**config.mk**
```make
export PLATFORM = sky130hd
export DESIGN_NAME = apb_reg_bridge_flat
export DESIGN_NICKNAME = d
export VERILOG_FILES = /design/src/rtl/apb_reg_bridge_pkg.sv /design/src/rtl/apb_reg_bridge_if.sv /design/src/rtl/apb_reg_bridge_timeout_ctr.sv /design/src/rtl/apb_reg_bridge.sv /design/src/flat_wrapper.sv
export SDC_FILE = /design/constraint.sdc
export NUM_CORES = 1
export LEC_CHECK = 0
export ABC_AREA = 1
export CORE_MARGIN = 2
export CORE_UTILIZATION = 30
export DETAILED_ROUTE_END_ITERATION = 6
export GPL_TIMING_DRIVEN = 0
export PLACE_DENSITY_LB_ADDON = 0.15
export SYNTH_ARGS = -nofsm -noshare
export SYNTH_HDL_FRONTEND = slang
export SYNTH_SLANG_ARGS = --single-unit
```
**constraint.sdc**
```tcl
create_clock -name PCLK -period 1.85 [get_ports PCLK]
set_input_delay 0.555 -clock PCLK [delete_from_list [all_inputs] [get_ports PCLK]]
set_output_delay 0.555 -clock PCLK [all_outputs]
set_load 0.02 [all_outputs]
```
**src/rtl/apb_reg_bridge_pkg.sv**
```systemverilog
// Shared types and helpers for the APB-to-register-bank bridge.
package apb_reg_bridge_pkg;

  // Transfer sequencing states.
  typedef enum logic [2:0] {
    IDLE  = 3'd0,
    REQ   = 3'd1,
    WAIT  = 3'd2,
    RESP  = 3'd3,
    DRAIN = 3'd4
  } state_e;

  localparam int unsigned TIMEOUT_CYCLES_DEFAULT = 32'd16;

  // Width of a counter that must hold the value timeout_cycles (never below one bit).
  function automatic int unsigned to_cnt_width(input int unsigned timeout_cycles);
    int unsigned w;
    w = $clog2(timeout_cycles + 32'd1);
    return (w < 32'd1) ? 32'd1 : w;
  endfunction

  localparam int unsigned TO_CNT_WIDTH = to_cnt_width(TIMEOUT_CYCLES_DEFAULT);

  // Address outside the decoded window, or not aligned to the full bus width.
  // The address is zero-extended to 32 bits by the caller.
  function automatic logic is_decode_err(input logic [31:0]  addr,
                                         input int unsigned reg_space_bytes,
                                         input int unsigned strb_width);
    logic [31:0] align_mask;
    align_mask = strb_width - 32'd1;
    return (addr >= reg_space_bytes) || ((addr & align_mask) != 32'd0);
  endfunction

endpackage

```
**src/rtl/apb_reg_bridge_if.sv**
```systemverilog
// APB4 completer-side signal bundle; master drives requests, slave answers.
interface apb_reg_bridge_if #(
  parameter int ADDR_WIDTH = 12,
  parameter int DATA_WIDTH = 32
);
  logic                      PSELx;
  logic                      PENABLE;
  logic                      PWRITE;
  logic [ADDR_WIDTH-1:0]     PADDR;
  logic [DATA_WIDTH-1:0]     PWDATA;
  logic [DATA_WIDTH/8-1:0]   PSTRB;
  logic [DATA_WIDTH-1:0]     PRDATA;
  logic                      PREADY;
  logic                      PSLVERR;

  modport master (
    output PSELx, PENABLE, PWRITE, PADDR, PWDATA, PSTRB,
    input  PRDATA, PREADY, PSLVERR
  );

  modport slave (
    input  PSELx, PENABLE, PWRITE, PADDR, PWDATA, PSTRB,
    output PRDATA, PREADY, PSLVERR
  );
endinterface

```
**src/rtl/apb_reg_bridge_timeout_ctr.sv**
```systemverilog
// Wait-cycle counter: expired is high during the TIMEOUT_CYCLES-th enabled cycle
// after a clear. A TIMEOUT_CYCLES of zero removes the counter entirely.
module apb_timeout_ctr
  import apb_reg_bridge_pkg::*;
#(
  parameter int TIMEOUT_CYCLES = 16
) (
  input  logic clk,
  input  logic rst,
  input  logic clear,
  input  logic enable,
  output logic expired
);
  localparam int unsigned CNT_W = to_cnt_width(TIMEOUT_CYCLES);

  generate
    if (TIMEOUT_CYCLES == 32'sd0) begin : g_off
      logic unused_s;
      assign unused_s = ^{clk, rst, clear, enable};
      assign expired  = 1'b0;
    end else begin : g_on
      localparam logic [CNT_W-1:0] LAST = CNT_W'(TIMEOUT_CYCLES - 32'sd1);
      logic [CNT_W-1:0] cnt_r;
      logic             at_last_s;

      assign at_last_s = (cnt_r == LAST);
      assign expired   = enable && at_last_s;

      // Count enabled cycles from the last clear, saturating at the expiry value.
      always_ff @(posedge clk) begin
        if (rst) begin
          cnt_r <= {CNT_W{1'b0}};
        end else if (clear) begin
          cnt_r <= {CNT_W{1'b0}};
        end else if (enable && !at_last_s) begin
          cnt_r <= cnt_r + {{(CNT_W-1){1'b0}}, 1'b1};
        end else begin
          cnt_r <= cnt_r;
        end
      end
    end
  endgenerate
endmodule

```
**src/rtl/apb_reg_bridge.sv**
```systemverilog
// APB4 completer that turns each APB access into one register-bank request,
// holds wait states until the bank answers (or times out) and flags decode,
// alignment and timeout errors. Every APB and register-side output is a flop.
module apb_reg_bridge
  import apb_reg_bridge_pkg::*;
#(
  parameter int  ADDR_WIDTH      = 12,
  parameter int  DATA_WIDTH      = 32,
  parameter int  REG_SPACE_BYTES = 64,
  parameter int  TIMEOUT_CYCLES  = 16,
  localparam int STRB_WIDTH      = DATA_WIDTH / 8
) (
  input  logic                  PCLK,
  input  logic                  PRESET,
  apb_reg_bridge_if.slave       apb,
  output logic                  reg_wr_en,
  output logic                  reg_rd_en,
  output logic [ADDR_WIDTH-1:0] reg_addr,
  output logic [DATA_WIDTH-1:0] reg_wdata,
  output logic [STRB_WIDTH-1:0] reg_strb,
  input  logic [DATA_WIDTH-1:0] reg_rdata,
  input  logic                  reg_ready,
  input  logic                  reg_error
);
  state_e                  state_r;
  logic                    write_r;
  logic                    dec_err_r;
  logic                    pready_r;
  logic                    pslverr_r;
  logic [DATA_WIDTH-1:0]   prdata_r;
  logic                    reg_wr_en_r;
  logic                    reg_rd_en_r;
  logic [ADDR_WIDTH-1:0]   reg_addr_r;
  logic [DATA_WIDTH-1:0]   reg_wdata_r;
  logic [STRB_WIDTH-1:0]   reg_strb_r;

  logic                    setup_s;
  logic                    dec_err_s;
  logic [DATA_WIDTH-1:0]   rsp_data_s;
  logic                    cnt_clear_s;
  logic                    cnt_enable_s;
  logic                    expired_s;

  assign apb.PREADY  = pready_r;
  assign apb.PSLVERR = pslverr_r;
  assign apb.PRDATA  = prdata_r;
  assign reg_wr_en   = reg_wr_en_r;
  assign reg_rd_en   = reg_rd_en_r;
  assign reg_addr    = reg_addr_r;
  assign reg_wdata   = reg_wdata_r;
  assign reg_strb    = reg_strb_r;

  // The timeout window opens at the request cycle and keeps running while draining.
  assign cnt_clear_s  = (state_r == IDLE);
  assign cnt_enable_s = (state_r == REQ) || (state_r == WAIT) || (state_r == DRAIN);

  apb_timeout_ctr #(
    .TIMEOUT_CYCLES (TIMEOUT_CYCLES)
  ) u_timeout (
    .clk     (PCLK),
    .rst     (PRESET),
    .clear   (cnt_clear_s),
    .enable  (cnt_enable_s),
    .expired (expired_s)
  );

  // Recognise a setup phase, decode its address and pick the data a bank answer returns.
  always_comb begin
    setup_s   = apb.PSELx && !apb.PENABLE;
    dec_err_s = is_decode_err(32'(apb.PADDR), REG_SPACE_BYTES, STRB_WIDTH);
    if (write_r) begin
      rsp_data_s = {DATA_WIDTH{1'b0}};
    end else begin
      rsp_data_s = reg_rdata;
    end
  end

  // Transfer sequencer: latches the access, issues one request, waits, then responds.
  always_ff @(posedge PCLK) begin
    if (PRESET) begin
      state_r     <= IDLE;
      write_r     <= 1'b0;
      dec_err_r   <= 1'b0;
      pready_r    <= 1'b0;
      pslverr_r   <= 1'b0;
      prdata_r    <= {DATA_WIDTH{1'b0}};
      reg_wr_en_r <= 1'b0;
      reg_rd_en_r <= 1'b0;
      reg_addr_r  <= {ADDR_WIDTH{1'b0}};
      reg_wdata_r <= {DATA_WIDTH{1'b0}};
      reg_strb_r  <= {STRB_WIDTH{1'b0}};
    end else begin
      reg_wr_en_r <= 1'b0;
      reg_rd_en_r <= 1'b0;
      pready_r    <= 1'b0;
      pslverr_r   <= 1'b0;
      case (state_r)
        IDLE: begin
          if (setup_s) begin
            write_r     <= apb.PWRITE;
            dec_err_r   <= dec_err_s;
            reg_addr_r  <= apb.PADDR;
            reg_wdata_r <= apb.PWDATA;
            reg_strb_r  <= apb.PWRITE ? apb.PSTRB : {STRB_WIDTH{1'b0}};
            reg_wr_en_r <= apb.PWRITE && !dec_err_s;
            reg_rd_en_r <= !apb.PWRITE && !dec_err_s;
            state_r     <= REQ;
          end else begin
            state_r <= IDLE;
          end
        end
        REQ: begin
          if (!apb.PSELx) begin
            // Abandoned access: drain only if a bank answer is still owed.
            state_r <= (dec_err_r || reg_ready || expired_s) ? IDLE : DRAIN;
          end else if (dec_err_r) begin
            pready_r  <= 1'b1;
            pslverr_r <= 1'b1;
            prdata_r  <= {DATA_WIDTH{1'b0}};
            state_r   <= RESP;
          end else if (reg_ready) begin
            pready_r  <= 1'b1;
            pslverr_r <= reg_error;
            prdata_r  <= rsp_data_s;
            state_r   <= RESP;
          end else if (expired_s) begin
            pready_r  <= 1'b1;
            pslverr_r <= 1'b1;
            prdata_r  <= {DATA_WIDTH{1'b0}};
            state_r   <= RESP;
          end else begin
            state_r <= WAIT;
          end
        end
        WAIT: begin
          if (!apb.PSELx) begin
            state_r <= (reg_ready || expired_s) ? IDLE : DRAIN;
          end else if (reg_ready) begin
            pready_r  <= 1'b1;
            pslverr_r <= reg_error;
            prdata_r  <= rsp_data_s;
            state_r   <= RESP;
          end else if (expired_s) begin
            pready_r  <= 1'b1;
            pslverr_r <= 1'b1;
            prdata_r  <= {DATA_WIDTH{1'b0}};
            state_r   <= RESP;
          end else begin
            state_r <= WAIT;
          end
        end
        RESP: begin
          state_r <= IDLE;
        end
        DRAIN: begin
          if (reg_ready || expired_s) begin
            state_r <= IDLE;
          end else begin
            state_r <= DRAIN;
          end
        end
        default: begin
          state_r <= IDLE;
        end
      endcase
    end
  end
endmodule

```
**src/flat_wrapper.sv**
```systemverilog
// flat-port wrapper written by rule: the top's interface ports become plain ports
module apb_reg_bridge_flat import apb_reg_bridge_pkg::*;
#(
  parameter int  ADDR_WIDTH      = 12,
  parameter int  DATA_WIDTH      = 32,
  parameter int  REG_SPACE_BYTES = 64,
  parameter int  TIMEOUT_CYCLES  = 16,
  localparam int STRB_WIDTH      = DATA_WIDTH / 8
)
  (PCLK, PRESET, reg_wr_en, reg_rd_en, reg_addr, reg_wdata, reg_strb, reg_rdata, reg_ready, reg_error, apb_PSELx, apb_PENABLE, apb_PWRITE, apb_PADDR, apb_PWDATA, apb_PSTRB, apb_PRDATA, apb_PREADY, apb_PSLVERR);
  apb_reg_bridge_if #(.ADDR_WIDTH(ADDR_WIDTH), .DATA_WIDTH(DATA_WIDTH)) apb_i ();
  input  logic PCLK;
  input  logic PRESET;
  output logic reg_wr_en;
  output logic reg_rd_en;
  output logic [ADDR_WIDTH-1:0] reg_addr;
  output logic [DATA_WIDTH-1:0] reg_wdata;
  output logic [STRB_WIDTH-1:0] reg_strb;
  input  logic [DATA_WIDTH-1:0] reg_rdata;
  input  logic reg_ready;
  input  logic reg_error;
  input wire logic [$bits(apb_i.PSELx)-1:0] apb_PSELx;
  input wire logic [$bits(apb_i.PENABLE)-1:0] apb_PENABLE;
  input wire logic [$bits(apb_i.PWRITE)-1:0] apb_PWRITE;
  input wire logic [$bits(apb_i.PADDR)-1:0] apb_PADDR;
  input wire logic [$bits(apb_i.PWDATA)-1:0] apb_PWDATA;
  input wire logic [$bits(apb_i.PSTRB)-1:0] apb_PSTRB;
  output wire logic [$bits(apb_i.PRDATA)-1:0] apb_PRDATA;
  output wire logic [$bits(apb_i.PREADY)-1:0] apb_PREADY;
  output wire logic [$bits(apb_i.PSLVERR)-1:0] apb_PSLVERR;
  assign apb_i.PSELx = apb_PSELx;
  assign apb_i.PENABLE = apb_PENABLE;
  assign apb_i.PWRITE = apb_PWRITE;
  assign apb_i.PADDR = apb_PADDR;
  assign apb_i.PWDATA = apb_PWDATA;
  assign apb_i.PSTRB = apb_PSTRB;
  assign apb_PRDATA = apb_i.PRDATA;
  assign apb_PREADY = apb_i.PREADY;
  assign apb_PSLVERR = apb_i.PSLVERR;
  apb_reg_bridge #(.ADDR_WIDTH(ADDR_WIDTH), .DATA_WIDTH(DATA_WIDTH), .REG_SPACE_BYTES(REG_SPACE_BYTES), .TIMEOUT_CYCLES(TIMEOUT_CYCLES)) u_core (.PCLK(PCLK), .PRESET(PRESET), .apb(apb_i), .reg_wr_en(reg_wr_en), .reg_rd_en(reg_rd_en), .reg_addr(reg_addr), .reg_wdata(reg_wdata), .reg_strb(reg_strb), .reg_rdata(reg_rdata), .reg_ready(reg_ready), .reg_error(reg_error));
endmodule
```
==> impl_results.md, run 1 <==
* Power Density at ~860 nW/µm²
* Syn_nets at around 520
* Commonest non-fill, non-tap cell in the layout: sky130_fd_sc_hd__clkdlybuf4s50_1
* Switching portion of total power at 23.6%
* Drt wl/cell at 13.2 µm
* FF-to-FF path depth at 10
* CP startpoint: u_core.apb.PRDATA[18]$_SDFFE_PP0P_
* Global route total overflow at 0
* Layout Area Growth over Synthesis at 66.5%
* Post-route core utilization at 50.7%
* Starting Density at 30.5%
* Endpoint type of the worst setup path: output port
* Vias after detailed routing at ~3500
* Overall routed net length at between 10 and 15 mm
* Number of antenna violations at the first check in global routing at 0
* Switching Power at ~1200 µW
* Number of warning messages in the yosys log at 0
* H-tree Lvls at 3
* Actual slew at the worst max-slew pin at between 0.4 and 0.5 ns
* Category of the critical setup timing path: register to output port
* Top library cells by usage in the layout, fill and taps aside: 102 x sky130_fd_sc_hd__clkdlybuf4s50_1, 97 x sky130_fd_sc_hd__nor2_1, 94 x sky130_fd_sc_hd__dfxtp_1
* Total clock buffers created by CTS at 9
* Critical-path cell with the highest stage delay: sky130_fd_sc_hd__clkdlybuf4s50_1
* Number of inserted diodes at 0
* Final net count at about 710
* CORE AREA at around 11000 µm²
* Cells along the critical path: clkdlybuf4s50_1
* End of the worst register-to-register path: u_core.apb.PRDATA[19]$_SDFFE_PP0P_
* Maximum number of buffers from clock root to sink at 2
* Count of pins on the block boundary at between 150 and 200
* Clock tree root driver cell: sky130_fd_sc_hd__clkbuf_16
* Crit share post-route at a little over nine tenths
* Final count of negative-setup-slack endpoints at 0
* Reg2reg start: u_core.u_timeout.g_on.cnt_r[0]$_SDFFE_PP0P_
* Row Count at 39
* Sequential cell area at ~1900 µm²
* Share of power burned in the clock network at 41.4%
* Setup slack of the critical path after layout at about 0.022 ns
* Required time at the endpoint of the critical path at 1.29 ns
* DRC violations left at 0
* Sequential fraction of design power at between 40 and 50%
* Area used by multi-input combinational logic at 1370 µm²
* Routability cong. at roughly 0.76
* Crit path buf inv count at 1
* Number of nets with antenna violations after routing at 0
* Crit-path max FO at 2
* Register area share after synthesis at 54.6%
* Sort of element at the start of the critical path: register
* RSZ-0062 raised after global routing: false
* Clock latency reported for the late side of the worst-skew pair at 0.34 ns
* Instance count along the most critical hold path at 2
* Share of cells above drive strength 1 at 8.37%
* TritonCTS clock tree: done
* CP Data Arrival Time at between 1 and 1.5 ns
* Run status: finished clean
* Hold/Removal Path Class: register to register
* Critical Path Max Stage Delay at ~0.60 ns
* Post-placement setup slack at -0.492 ns
* Post-CTS Hold Buffers at 0
* Setup slack on the worst flop-to-flop path at roughly 0.17 ns
* Fmax at about 550 MHz
* Worst slew margin at between 70 and 80%
* Worst min-delay path startpoint: u_core.apb.PRDATA[24]$_SDFFE_PP0P_
* Worst-case hold path end point: u_core.apb.PRDATA[24]$_SDFFE_PP0P_
* DR pass1 iterations at 4
* Largest net degree at the start of global routing at 15
* Floorplan die area at approximately 12000 µm²
* Clock Pin Slew Worst Setup and Hold Paths at 0.06 ns
* Number of global-route vias before repair at roughly 3500
* DR vias/cell at 4.57
* TritonCTS sink count at between 90 and 100
* Netlist area before placement at around 3400 µm²
* Static Leak at 0.00290 µW
* Global-route wire length before repair at approximately 17 mm
* HPWL after detailed placement at about 7.5 mm
* Max-cap violations at 0
* Number of filler cells placed in the layout at 1139
* Worst clock skew on the final layout at 0.00584 ns
* Number of input and output port buffers inserted at 170
* Minimum clock period after layout at ~1.8 ns
* Number of distinct library cells after synthesis at 24
* Top cell family by delay on the critical path: buffers and inverters
* Combinational cell fraction of total power at 15.0%
* Die outline width at roughly 110 µm
* Post-route setup TNS at 0 ns
* Hold WS at 0.461 ns
* Global router's overall resource usage at 16.4%
* Vertical extent of the die at around 110 µm
* Number of synthesized register bits at between 90 and 100
* Number of standard cells after synthesis at ~430
* Internal power at 3780 µW
* Mean cell area of the mapped netlist at 7.95 µm²
* Initial detailed-routing violation count at around 190
* Hold Violations, Final at 0
* Pins over their slew limit at 0
* Peak supply drop at 0.000408 V
* Overall power consumption at ~5000 µW
-- stage by stage --
| stage | instance area, µm² | std cells |
|---|---|---|
| floorplan | 3450 | 434 |
| global placement | 5330 | 747 |
| detailed placement | 5330 | 747 |
| CTS | 5610 | 760 |
| global route | 5740 | 764 |
| finish | 5740 | 764 |
-- cell usage after synthesis --
master	n	area, µm²
sky130_fd_sc_hd__nor2_1	97	364
sky130_fd_sc_hd__dfxtp_1	94	1880
sky130_fd_sc_hd__nand2_1	52	195
sky130_fd_sc_hd__o21ai_0	47	235
sky130_fd_sc_hd__a21oi_1	42	210
sky130_fd_sc_hd__nand3_1	40	200
sky130_fd_sc_hd__clkbuf_1	16	60.1
sky130_fd_sc_hd__inv_1	12	45.0
sky130_fd_sc_hd__buf_2	7	35.0
sky130_fd_sc_hd__buf_6	4	45.0
sky130_fd_sc_hd__nor3_1	4	20.0
sky130_fd_sc_hd__nand2_2	3	18.8
sky130_fd_sc_hd__ha_1	2	25.0
sky130_fd_sc_hd__inv_2	2	7.51
sky130_fd_sc_hd__nor3_4	2	32.5
sky130_fd_sc_hd__nor4_1	2	12.5
sky130_fd_sc_hd__a211oi_1	1	7.51
sky130_fd_sc_hd__a21boi_0	1	7.51
sky130_fd_sc_hd__a21oi_2	1	8.76
sky130_fd_sc_hd__clkbuf_2	1	5.00
sky130_fd_sc_hd__nor2_2	1	6.26
sky130_fd_sc_hd__nor2_4	1	11.3
sky130_fd_sc_hd__nor3b_1	1	7.51
sky130_fd_sc_hd__or2_2	1	6.26
-- power groups by stage --
stage          combinational, µW  clock (µW)  sequential (µW)
6_report                     740        2050             2160
4_1_cts                      745        2100             2160
3_5_place_dp                 770           0             2210
2_1_floorplan                228           0             2310
5_1_grt                      808        2190             2170
3_3_place_gp                 765           0             2200
-- routing by layer --
metal / GRT usage, % / up-vias / part of all wire [%]
met2: 26.0 / 131 / 44
met3: 6.40 / 16 / 9.2
met5: 0 / - / 0
li1: - / 1790 / -
met1: 20.0 / 1555 / 45
met4: 6.58 / 0 / 2.0
-- worst max path at each step --
| stage | slack (ns) | to | cells after the start |
|---|---|---|---|
| floorplan | 0.40 | u_core.apb.PRDATA[23]$_SDFFE_PP0P_ | 10 |
| global placement | -0.43 | u_core.reg_wdata[25]$_SDFFE_PP0P_ | 6 |
| detailed placement | -0.49 | u_core.reg_wdata[21]$_SDFFE_PP0P_ | 6 |
| CTS | 0.0002 | apb_PRDATA[29] | 1 |
| global route | 0.0003 | reg_wr_en | 1 |
| finish | 0.02 | apb_PRDATA[18] | 1 |
-- final cells by class --
class / count / area share (%)
Inverter: 14 / 0.980
Sequential cell: 94 / 32.8
Tap cell: 143 / 3.12
Multi-Input combinational cell: 298 / 23.8
Buffer: 26 / 2.61
Clock buffer: 9 / 3.92
Timing Repair Buffer: 175 / 31.0
Clock inverter: 5 / 1.74
-- flip-flops by register name, indices dropped and copies added (netlist names) --
register,count
u_core.reg_wr_en,1
u_core.reg_wdata,32
u_core.u_timeout.g_on.cnt_r,5
u_core.apb.PSLVERR,1
u_core.reg_addr,12
u_core.state_r,3
u_core.apb.PRDATA,32
u_core.dec_err_r,1
u_core.reg_rd_en,1
u_core.reg_strb,4
u_core.apb.PREADY,1
u_core.write_r,1
-- cells by family (layout without fill, tap and decap cells) --
family          after synthesis  count (layout)  synth area share (%)
compound gates               92              92                  13.6
simple gates                204             204                  25.4
buf+inv                      42             229                  5.73
flops                        94              94                  54.6
fa+ha+maj                     2               2                 0.726
-- repair_timing --
item / in CTS / in global routing
pin swaps: 1 / 2
setup buffers: 0 / 5
setup endpoints to repair: 68 / 76
gates resized for setup: 35 / 54
Note: power is estimated with default switching activity, not from simulation.
==> run 2, diff against run 1 <==
--- a/config.mk
+++ b/config.mk
@@ -6,11 +6,14 @@
 export NUM_CORES = 1
 export LEC_CHECK = 0
 export ABC_AREA = 1
+export ABC_CLOCK_PERIOD_IN_PS = 1850
+export CORE_ASPECT_RATIO = 0.5
 export CORE_MARGIN = 2
 export CORE_UTILIZATION = 30
 export DETAILED_ROUTE_END_ITERATION = 6
 export GPL_TIMING_DRIVEN = 0
 export PLACE_DENSITY_LB_ADDON = 0.15
+export SKIP_CTS_REPAIR_TIMING = 1
 export SYNTH_ARGS = -nofsm -noshare
 export SYNTH_HDL_FRONTEND = slang
 export SYNTH_SLANG_ARGS = --single-unit
==> run 2 against run 1 <==
  * Count of clock-buffer cells in the layout is 2 higher
  * Largest power group unchanged
  * Combinational power is 3.2% higher
  * Sequential power is essentially flat
  * Via count shrank 1.8%
  * Core utilization is 2.6 points higher
  * Critical path depth did not move
  * First-iteration DRC count up 39%
  * Cell area increased by 3.0%
  * Total power up 0.38%
  * Sequential share of layout area is 0.93 points lower
  * Cell count is 0.52% higher
==> impl_results.md, run 2 (same netlist as run 1, synthesis figures left out) <==
* Run status: finished clean (unchanged)
* Endpoint type of the worst setup path: output port (unchanged)
* Post-placement setup slack at -0.467 ns (was -0.492 ns)
* Worst clock skew on the final layout at 0.00383 ns (was 0.00584 ns)
* CORE AREA at 11100 µm² (was 11300 µm²)
* Number of antenna violations at the first check in global routing at 0 (unchanged)
* Floorplan die area at 12400 µm² (about the same)
* Global router's overall resource usage at 16.5% (was 16.4%)
* Cell area reported after detailed placement at 5330 µm² (about the same)
* Vias after detailed routing at 3429 (was 3492)
* Hold Violations, Final at 0 (unchanged)
* DR pass1 iterations at 4 (unchanged)
* TritonCTS sink count at 94 (unchanged)
* Crit path buf inv count at 1 (unchanged)
* Share of cells above drive strength 1 at 8.51% (was 8.37%)
* Actual slew at the worst max-slew pin at 0.505 ns (was 0.421 ns)
* Top cell family by delay on the critical path: buffers and inverters (unchanged)
* Overall routed net length at 10.3 mm (was 10.1 mm)
* Critical-path cell with the highest stage delay: sky130_fd_sc_hd__clkdlybuf4s50_1 (unchanged)
* DRC violations left at 0 (unchanged)
* Initial detailed-routing violation count at 262 (was 189)
* CP Data Arrival Time at 1.26 ns (was 1.27 ns)
* Crit-path max FO at 2 (unchanged)
* Hold/Removal Path Class: register to register (unchanged)
* Total clock buffers created by CTS at 9 (unchanged)
* Global route total overflow at 0 (unchanged)
* Count of pins on the block boundary at 171 (unchanged)
* Cells along the critical path: clkdlybuf4s50_1 (unchanged)
* Vertical extent of the die at 79.8 µm (was 111 µm)
* Static Leak at 0.00350 µW (was 0.00290 µW)
* Routability cong. at 0.732 (was 0.760)
* Clock tree root driver cell: sky130_fd_sc_hd__clkbuf_16 (unchanged)
* Max-cap violations at 0 (unchanged)
* Sort of element at the start of the critical path: register (unchanged)
* Die outline width at 156 µm (was 111 µm)
* Largest net degree at the start of global routing at 16 (was 15)
* Drt wl/cell at 13.4 µm (was 13.2 µm)
* Category of the critical setup timing path: register to output port (unchanged)
* RSZ-0062 raised after global routing: true (was false)
* Starting Density at 31.1% (was 30.5%)
* Required time at the endpoint of the critical path at 1.29 ns (about the same)
* TritonCTS clock tree: done (unchanged)
* Number of global-route vias before repair at 3256 (was 3464)
* Commonest non-fill, non-tap cell in the layout: sky130_fd_sc_hd__nor2_1 (was sky130_fd_sc_hd__clkdlybuf4s50_1)
* Top library cells by usage in the layout, fill and taps aside: 97 x sky130_fd_sc_hd__nor2_1, 93 x sky130_fd_sc_hd__clkdlybuf4s50_1, 93 x sky130_fd_sc_hd__dfxtp_1 (was 102 x sky130_fd_sc_hd__clkdlybuf4s50_1, 97 x sky130_fd_sc_hd__nor2_1, 94 x sky130_fd_sc_hd__dfxtp_1)
* Clock latency reported for the late side of the worst-skew pair at 0.34 ns (about the same)
* H-tree Lvls at 3 (unchanged)
* Crit share post-route at 98.2% (was 98.8%)
* Clock Pin Slew Worst Setup and Hold Paths at 0.07 ns (was 0.06 ns)
* Final Instance Area at 5910 µm² (was 5740 µm²)
* Maximum number of buffers from clock root to sink at 2 (unchanged)
* Number of inserted diodes at 0 (unchanged)
* Final count of negative-setup-slack endpoints at 0 (unchanged)
* Fmax at 550 MHz (was 547 MHz)
* Pins over their slew limit at 0 (unchanged)
* Post-route setup TNS at 0 ns (unchanged)
* DR vias/cell at 4.46 (was 4.57)
* Hold WS at 0.452 ns (was 0.461 ns)
* Overall power consumption at 4970 µW (was 4950 µW)
* Critical Path Max Stage Delay at 0.60 ns (about the same)
* HPWL after detailed placement at 7.38 mm (was 7.47 mm)
* Number of input and output port buffers inserted at 170 (unchanged)
* Layout Area Growth over Synthesis at 71.5% (was 66.5%)
* Power Density at 840 nW/µm² (was 862 nW/µm²)
* Minimum clock period after layout at 1.82 ns (was 1.83 ns)
* Final net count at 707 (unchanged)
* Worst slew margin at 66.3% (was 71.7%)
* Row Count at 27 (was 39)
* Peak supply drop at 0.000443 V (was 0.000408 V)
* Setup slack of the critical path after layout at 0.0330 ns (was 0.0216 ns)
* Global-route wire length before repair at 16.2 mm (was 16.6 mm)
* Number of nets with antenna violations after routing at 0 (unchanged)
[run 2: worst paths after layout]
check | from | end | slack, ns | cells after the start
hold reg to reg | u_core.apb.PRDATA[9]$_SDFFE_PP0P_ | u_core.apb.PRDATA[9]$_SDFFE_PP0P_ | 0.45 | 2
hold / removal | u_core.apb.PRDATA[9]$_SDFFE_PP0P_ | u_core.apb.PRDATA[9]$_SDFFE_PP0P_ | 0.45 | 2
setup / recovery | u_core.reg_addr[2]$_SDFFE_PP0P_ | reg_addr[2] | 0.03 | 1
setup reg to reg | u_core.u_timeout.g_on.cnt_r[1]$_SDFFE_PP0P_ | u_core.apb.PRDATA[23]$_SDFFE_PP0P_ | 0.21 | 10
[run 2: worst min-delay path, delay by kind of cell (launching register included)]
family,cells,cell delay (ns)
flip-flops,1,0.31
AND/OR/NAND/NOR,1,0.05
AO/OA/AOI/OAI,1,0.05
[run 2: routing by layer]
layer	global-route usage [%]	routed length (µm)	vias up
met4	4.59	82	0
met2	26.4	4680	87
li1	-	-	1795
met1	21.0	4920	1540
met5	0	0	-
met3	5.97	631	7
[run 2: final cells by class]
cell class	instances	area (µm²)
fillers	1065	5170
multi-input cells	298	1370
inverters	14	52.6
flip-flops and latches	94	1880
clock inverters	5	81.3
clock buffers	11	253
plain buffers	28	175
repair buffers	173	1920
well taps	145	181
[run 2: power by group]
group	internal, µW	total (µW)	switching (µW)
registers	2120	2160	42.9
logic	385	764	378
clock network	1260	2050	788
[run 2: through the flow]
stage          util, %  instances
5_1_grt           53.4        768
4_1_cts           51.1        765
2_1_floorplan        -        434
3_5_place_dp      48.1        749
6_report          53.4        768
3_3_place_gp      48.1        749
==> run 3, diff against run 2 <==
--- a/config.mk
+++ b/config.mk
@@ -6,7 +6,7 @@
 export NUM_CORES = 1
 export LEC_CHECK = 0
 export ABC_AREA = 1
-export ABC_CLOCK_PERIOD_IN_PS = 1850
+export ABC_CLOCK_PERIOD_IN_PS = 2200
 export CORE_ASPECT_RATIO = 0.5
 export CORE_MARGIN = 2
 export CORE_UTILIZATION = 30
@@ -16,4 +16,5 @@
 export SKIP_CTS_REPAIR_TIMING = 1
 export SYNTH_ARGS = -nofsm -noshare
 export SYNTH_HDL_FRONTEND = slang
+export SYNTH_HIERARCHICAL = 1
 export SYNTH_SLANG_ARGS = --single-unit
==> constraint.sdc (replaced) <==
create_clock -name PCLK -period 2.2 [get_ports PCLK]
set_input_delay 0.66 -clock PCLK [delete_from_list [all_inputs] [get_ports PCLK]]
set_output_delay 0.66 -clock PCLK [all_outputs]
set_load 0.02 [all_outputs]
==> run 3 against run 2 <==
  * Sequential power fell by 15%
  * Register-to-register slack better by 0.08 ns
  * Cell count rose by 21%
  * Combinational power up 5.9%
  * Cell area increased by 9.1%
  * Synthesized cell count increased by 27%
  * Area after synthesis is 22% higher
  * Count of clock-buffer cells in the layout shrank 1
  * Setup slack better by 0.17 ns
  * Total power is 12% lower
  * Highest routed layer unchanged
==> impl_results.md, run 3 <==
* Run status: finished clean (unchanged)
* Final Instance Area at 6450 µm² (was 5910 µm²)
* FF-to-FF path depth at 12 (was 10)
* Ranking of synthesized cells by area: sky130_fd_sc_hd__dfxtp_1 45%, sky130_fd_sc_hd__nand2_1 10%, sky130_fd_sc_hd__nand3_1 7.9%, sky130_fd_sc_hd__nor2_1 6.4%, sky130_fd_sc_hd__nor2_2 4.9% (was sky130_fd_sc_hd__dfxtp_1 55%, sky130_fd_sc_hd__nor2_1 11%, sky130_fd_sc_hd__o21ai_0 6.8%, sky130_fd_sc_hd__a21oi_1 6.1%, sky130_fd_sc_hd__nand3_1 5.8%)
* Sequential fraction of design power at 42.0% (was 43.5%)
* Cell area reported after detailed placement at 6120 µm² (was 5330 µm²)
* Count of pins on the block boundary at 171 (unchanged)
* Worst slew margin at 61.6% (was 66.3%)
* Final count of negative-setup-slack endpoints at 0 (unchanged)
* End of the worst register-to-register path: u_core/apb.PRDATA[10]$_SDFFE_PP0P_ (was u_core.apb.PRDATA[23]$_SDFFE_PP0P_)
* Top flip-flop cell by instance count after synthesis: sky130_fd_sc_hd__dfxtp_1 (unchanged)
* Hold/Removal Path Class: register to register (unchanged)
* Post-Layout Cell Count at 929 (was 768)
* Floorplan die area at 15000 µm² (was 12400 µm²)
* Top cell family by delay on the critical path: buffers and inverters (unchanged)
* Initial detailed-routing violation count at 219 (was 262)
* Sequential cell area at 1880 µm² (about the same)
* Switching portion of total power at 26.2% (was 24.3%)
* Routed length on met3 at 740 µm (was 631 µm)
* Global route total overflow at 0 (unchanged)
* Number of inserted diodes at 0 (unchanged)
* Number of distinct library cells after synthesis at 32 (was 24)
* Number of standard cells after synthesis at 553 (was 434)
* Share of cells above drive strength 1 at 13.3% (was 8.51%)
* Required time at the endpoint of the critical path at 1.54 ns (was 1.29 ns)
* Share of power burned in the clock network at 39.5% (was 41.2%)
* Number of input and output port buffers inserted at 169 (was 170)
* Number of nets with antenna violations after routing at 0 (unchanged)
* H-tree Lvls at 3 (unchanged)
* Number of filler cells placed in the layout at 1394 (was 1065)
* Clock latency reported for the late side of the worst-skew pair at 0.34 ns (about the same)
* Cell type contributing the most total cell area after synthesis: sky130_fd_sc_hd__dfxtp_1 (unchanged)
* Max-cap violations at 0 (unchanged)
* Fraction of registers with async set or reset after synthesis at 0% (unchanged)
* Global-route wire length before repair at 19.0 mm (was 16.2 mm)
* Sort of element at the start of the critical path: register (unchanged)
* TritonCTS clock tree: done (unchanged)
* Yosys top cell area share at 44.9% (was 54.6%)
* Fmax at between 500 and 600 MHz
* Crit share post-route at 90.7%
* CP Data Arrival Time at 1.34 ns (was 1.26 ns)
* Commonest non-fill, non-tap cell in the layout: sky130_fd_sc_hd__clkdlybuf4s50_1 (was sky130_fd_sc_hd__nor2_1)
* Actual slew at the worst max-slew pin at 0.576 ns (was 0.505 ns)
* Worst clock skew on the final layout at 0.00812 ns (was 0.00383 ns)
* DR vias/cell at 4.45 (was 4.46)
* Instance count along the most critical hold path at 2 (unchanged)
* Pins over their slew limit at 0 (unchanged)
* Crit path buf inv count at 1 (unchanged)
* Netlist area before placement at 4190 µm² (was 3450 µm²)
* Power Density at 676 nW/µm² (was 840 nW/µm²)
* Total clock buffers created by CTS at 9 (unchanged)
* RSZ-0062 raised after global routing: false (was true)
* CORE AREA at 13600 µm² (was 11100 µm²)
* Routed length on met2 at 5.48 mm (was 4.68 mm)
* Starting Density at 30.8% (was 31.1%)
* Number of global-route vias before repair at 3863 (was 3256)
* Routability cong. at 0.769 (was 0.732)
* Final net count at 821 (was 707)
* Top library cells by usage in the layout, fill and taps aside: 169 x sky130_fd_sc_hd__clkdlybuf4s50_1, 115 x sky130_fd_sc_hd__nand2_1, 94 x sky130_fd_sc_hd__dfxtp_1 (was 97 x sky130_fd_sc_hd__nor2_1, 93 x sky130_fd_sc_hd__clkdlybuf4s50_1, 93 x sky130_fd_sc_hd__dfxtp_1)
* Post-route core utilization at 47.5% (was 53.4%)
* Category of the critical setup timing path: register to output port (unchanged)
* Count leader, synth: sky130_fd_sc_hd__nand2_1 (was sky130_fd_sc_hd__nor2_1)
* Global router's overall resource usage at 16.1% (was 16.5%)
* Number of antenna violations at the first check in global routing at 0 (unchanged)
* Worst-case hold path end point: u_core/u_timeout/g_on.cnt_r[4]$_SDFFE_PP0P_ (was u_core.apb.PRDATA[9]$_SDFFE_PP0P_)
* Hold WS at 0.459 ns (was 0.452 ns)
* Endpoint type of the worst setup path: output port (unchanged)
* Hold Violations, Final at 0 (unchanged)
* Post-synth EDFFs at 0 (unchanged)
* Peak supply drop at 0.000341 V (was 0.000443 V)
* Drt wl/cell at 13.0 µm (was 13.4 µm)
* Vias after detailed routing at 4130 (was 3429)
* Cells along the critical path: clkdlybuf4s50_1 (unchanged)
* Clock tree root driver cell: sky130_fd_sc_hd__clkbuf_16 (unchanged)
* HPWL after detailed placement at 8.71 mm (was 7.38 mm)
* Sum of routed wire segments on met1 at 5.79 mm (was 4.92 mm)
* DR pass1 iterations at 6 (was 4)
* Minimum clock period after layout at 2.00 ns
* Overall routed net length at 12.1 mm (was 10.3 mm)
* Placed Cells at 914 (was 749)
* Reg2reg start: u_core/u_timeout/g_on.cnt_r[1]$_SDFFE_PP0P_ (was u_core.u_timeout.g_on.cnt_r[1]$_SDFFE_PP0P_)
* Vertical extent of the die at 87.6 µm (was 79.8 µm)
* Critical Path Max Stage Delay at 0.62 ns (was 0.60 ns)
* Clock Pin Slew Worst Setup and Hold Paths at 0.07 ns (about the same)
* Crit-path max FO at 3 (was 2)
* Switching Power at 1140 µW (was 1210 µW)
* Setup slack on the worst flop-to-flop path at 0.29 ns (was 0.21 ns)
* Post-route setup TNS at 0 ns (unchanged)
* DRC violations left at 0 (unchanged)
* Internal power at 3220 µW (was 3760 µW)
* Critical-path cell with the highest stage delay: sky130_fd_sc_hd__clkdlybuf4s50_1 (unchanged)
* Number of synthesized register bits at 94 (unchanged)
* TritonCTS sink count at 94 (unchanged)
* Largest net degree at the start of global routing at 17 (was 16)
* Maximum number of buffers from clock root to sink at 2 (unchanged)
* Layout Area Growth over Synthesis at 53.9% (was 71.5%)
* Number of warning messages in the yosys log at 6 (was 0)
* Combinational cell fraction of total power at 18.5% (was 15.4%)
* Area used by multi-input combinational logic at 1930 µm² (was 1370 µm²)
* Row Count at 30 (was 27)
* Mean cell area of the mapped netlist at 7.58 µm² (was 7.95 µm²)
* Leading cell types by count after synthesis: 115 x sky130_fd_sc_hd__nand2_1, 94 x sky130_fd_sc_hd__dfxtp_1, 72 x sky130_fd_sc_hd__nor2_1 (was 97 x sky130_fd_sc_hd__nor2_1, 94 x sky130_fd_sc_hd__dfxtp_1, 52 x sky130_fd_sc_hd__nand2_1)
* Worst min-delay path startpoint: u_core/u_timeout/g_on.cnt_r[4]$_SDFFE_PP0P_ (was u_core.apb.PRDATA[9]$_SDFFE_PP0P_)
* Register area share after synthesis at 44.9% (was 54.6%)
* Static Leak at 0.00245 µW (was 0.00350 µW)
* Die outline width at 171 µm (was 156 µm)
* Topmost layer with routed signal wires: met4 (unchanged)
* Syn_nets at 642 (was 523)
[run 3: through the flow]
step	total power [µW]	setup slack, ns
after global placement	2680	-0.249
after CTS	4430	0.0937
after floorplan	2300	0.585
after detailed placement	2690	-0.270
final	4360	0.204
after global routing	4570	0.0478
[run 3: routing by layer]
| layer | up-vias | GRT usage (%) |
|---|---|---|
| met3 | 7 | 4.88 |
| met4 | 0 | 3.70 |
| met1 | 1872 | 21.5 |
| met2 | 104 | 25.7 |
| met5 | - | 0 |
| li1 | 2147 | - |
[run 3: how the worst max path moves through the flow]
stage,from,cells after the start,to
after floorplan,u_core/u_timeout/g_on.cnt_r[0]$_SDFFE_PP0P_,12,u_core/apb.PRDATA[21]$_SDFFE_PP0P_
after global placement,PRESET,7,u_core/reg_wdata[7]$_SDFFE_PP0P_
after detailed placement,PRESET,7,u_core/reg_wdata[7]$_SDFFE_PP0P_
after CTS,PRESET,7,u_core/reg_wdata[7]$_SDFFE_PP0P_
after global routing,PRESET,6,u_core/reg_wdata[7]$_SDFFE_PP0P_
final,u_core/apb.PRDATA[11]$_SDFFE_PP0P_,1,apb_PRDATA[11]
[run 3: power by group through the flow]
stage	Combinational (µW)	Clock, µW	Sequential (µW)
after detailed placement	815	0	1870
after CTS	818	1780	1830
after global placement	813	0	1870
after floorplan	338	0	1960
after global routing	884	1840	1840
final	809	1720	1830
[run 3: logic make-up (layout without fill, tap and decap cells)]
logic type / count (synthesis) / count (layout) / synth area share (%)
compound gates: 90 / 90 / 10.8
fa+ha+maj: 2 / 2 / 0.597
buf+inv: 58 / 242 / 9.01
flops: 94 / 94 / 44.9
simple gates: 309 / 309 / 34.7
[run 3: layout make-up]
type                            count  share of cell area [%]
Timing Repair Buffer              169                    26.2
Tap cell                          192                    3.72
Inverter                           20                    1.40
Buffer                             37                    4.42
Clock buffer                       10                    3.70
Clock inverter                      6                    1.43
Sequential cell                    94                    29.2
Multi-Input combinational cell    401                    29.9
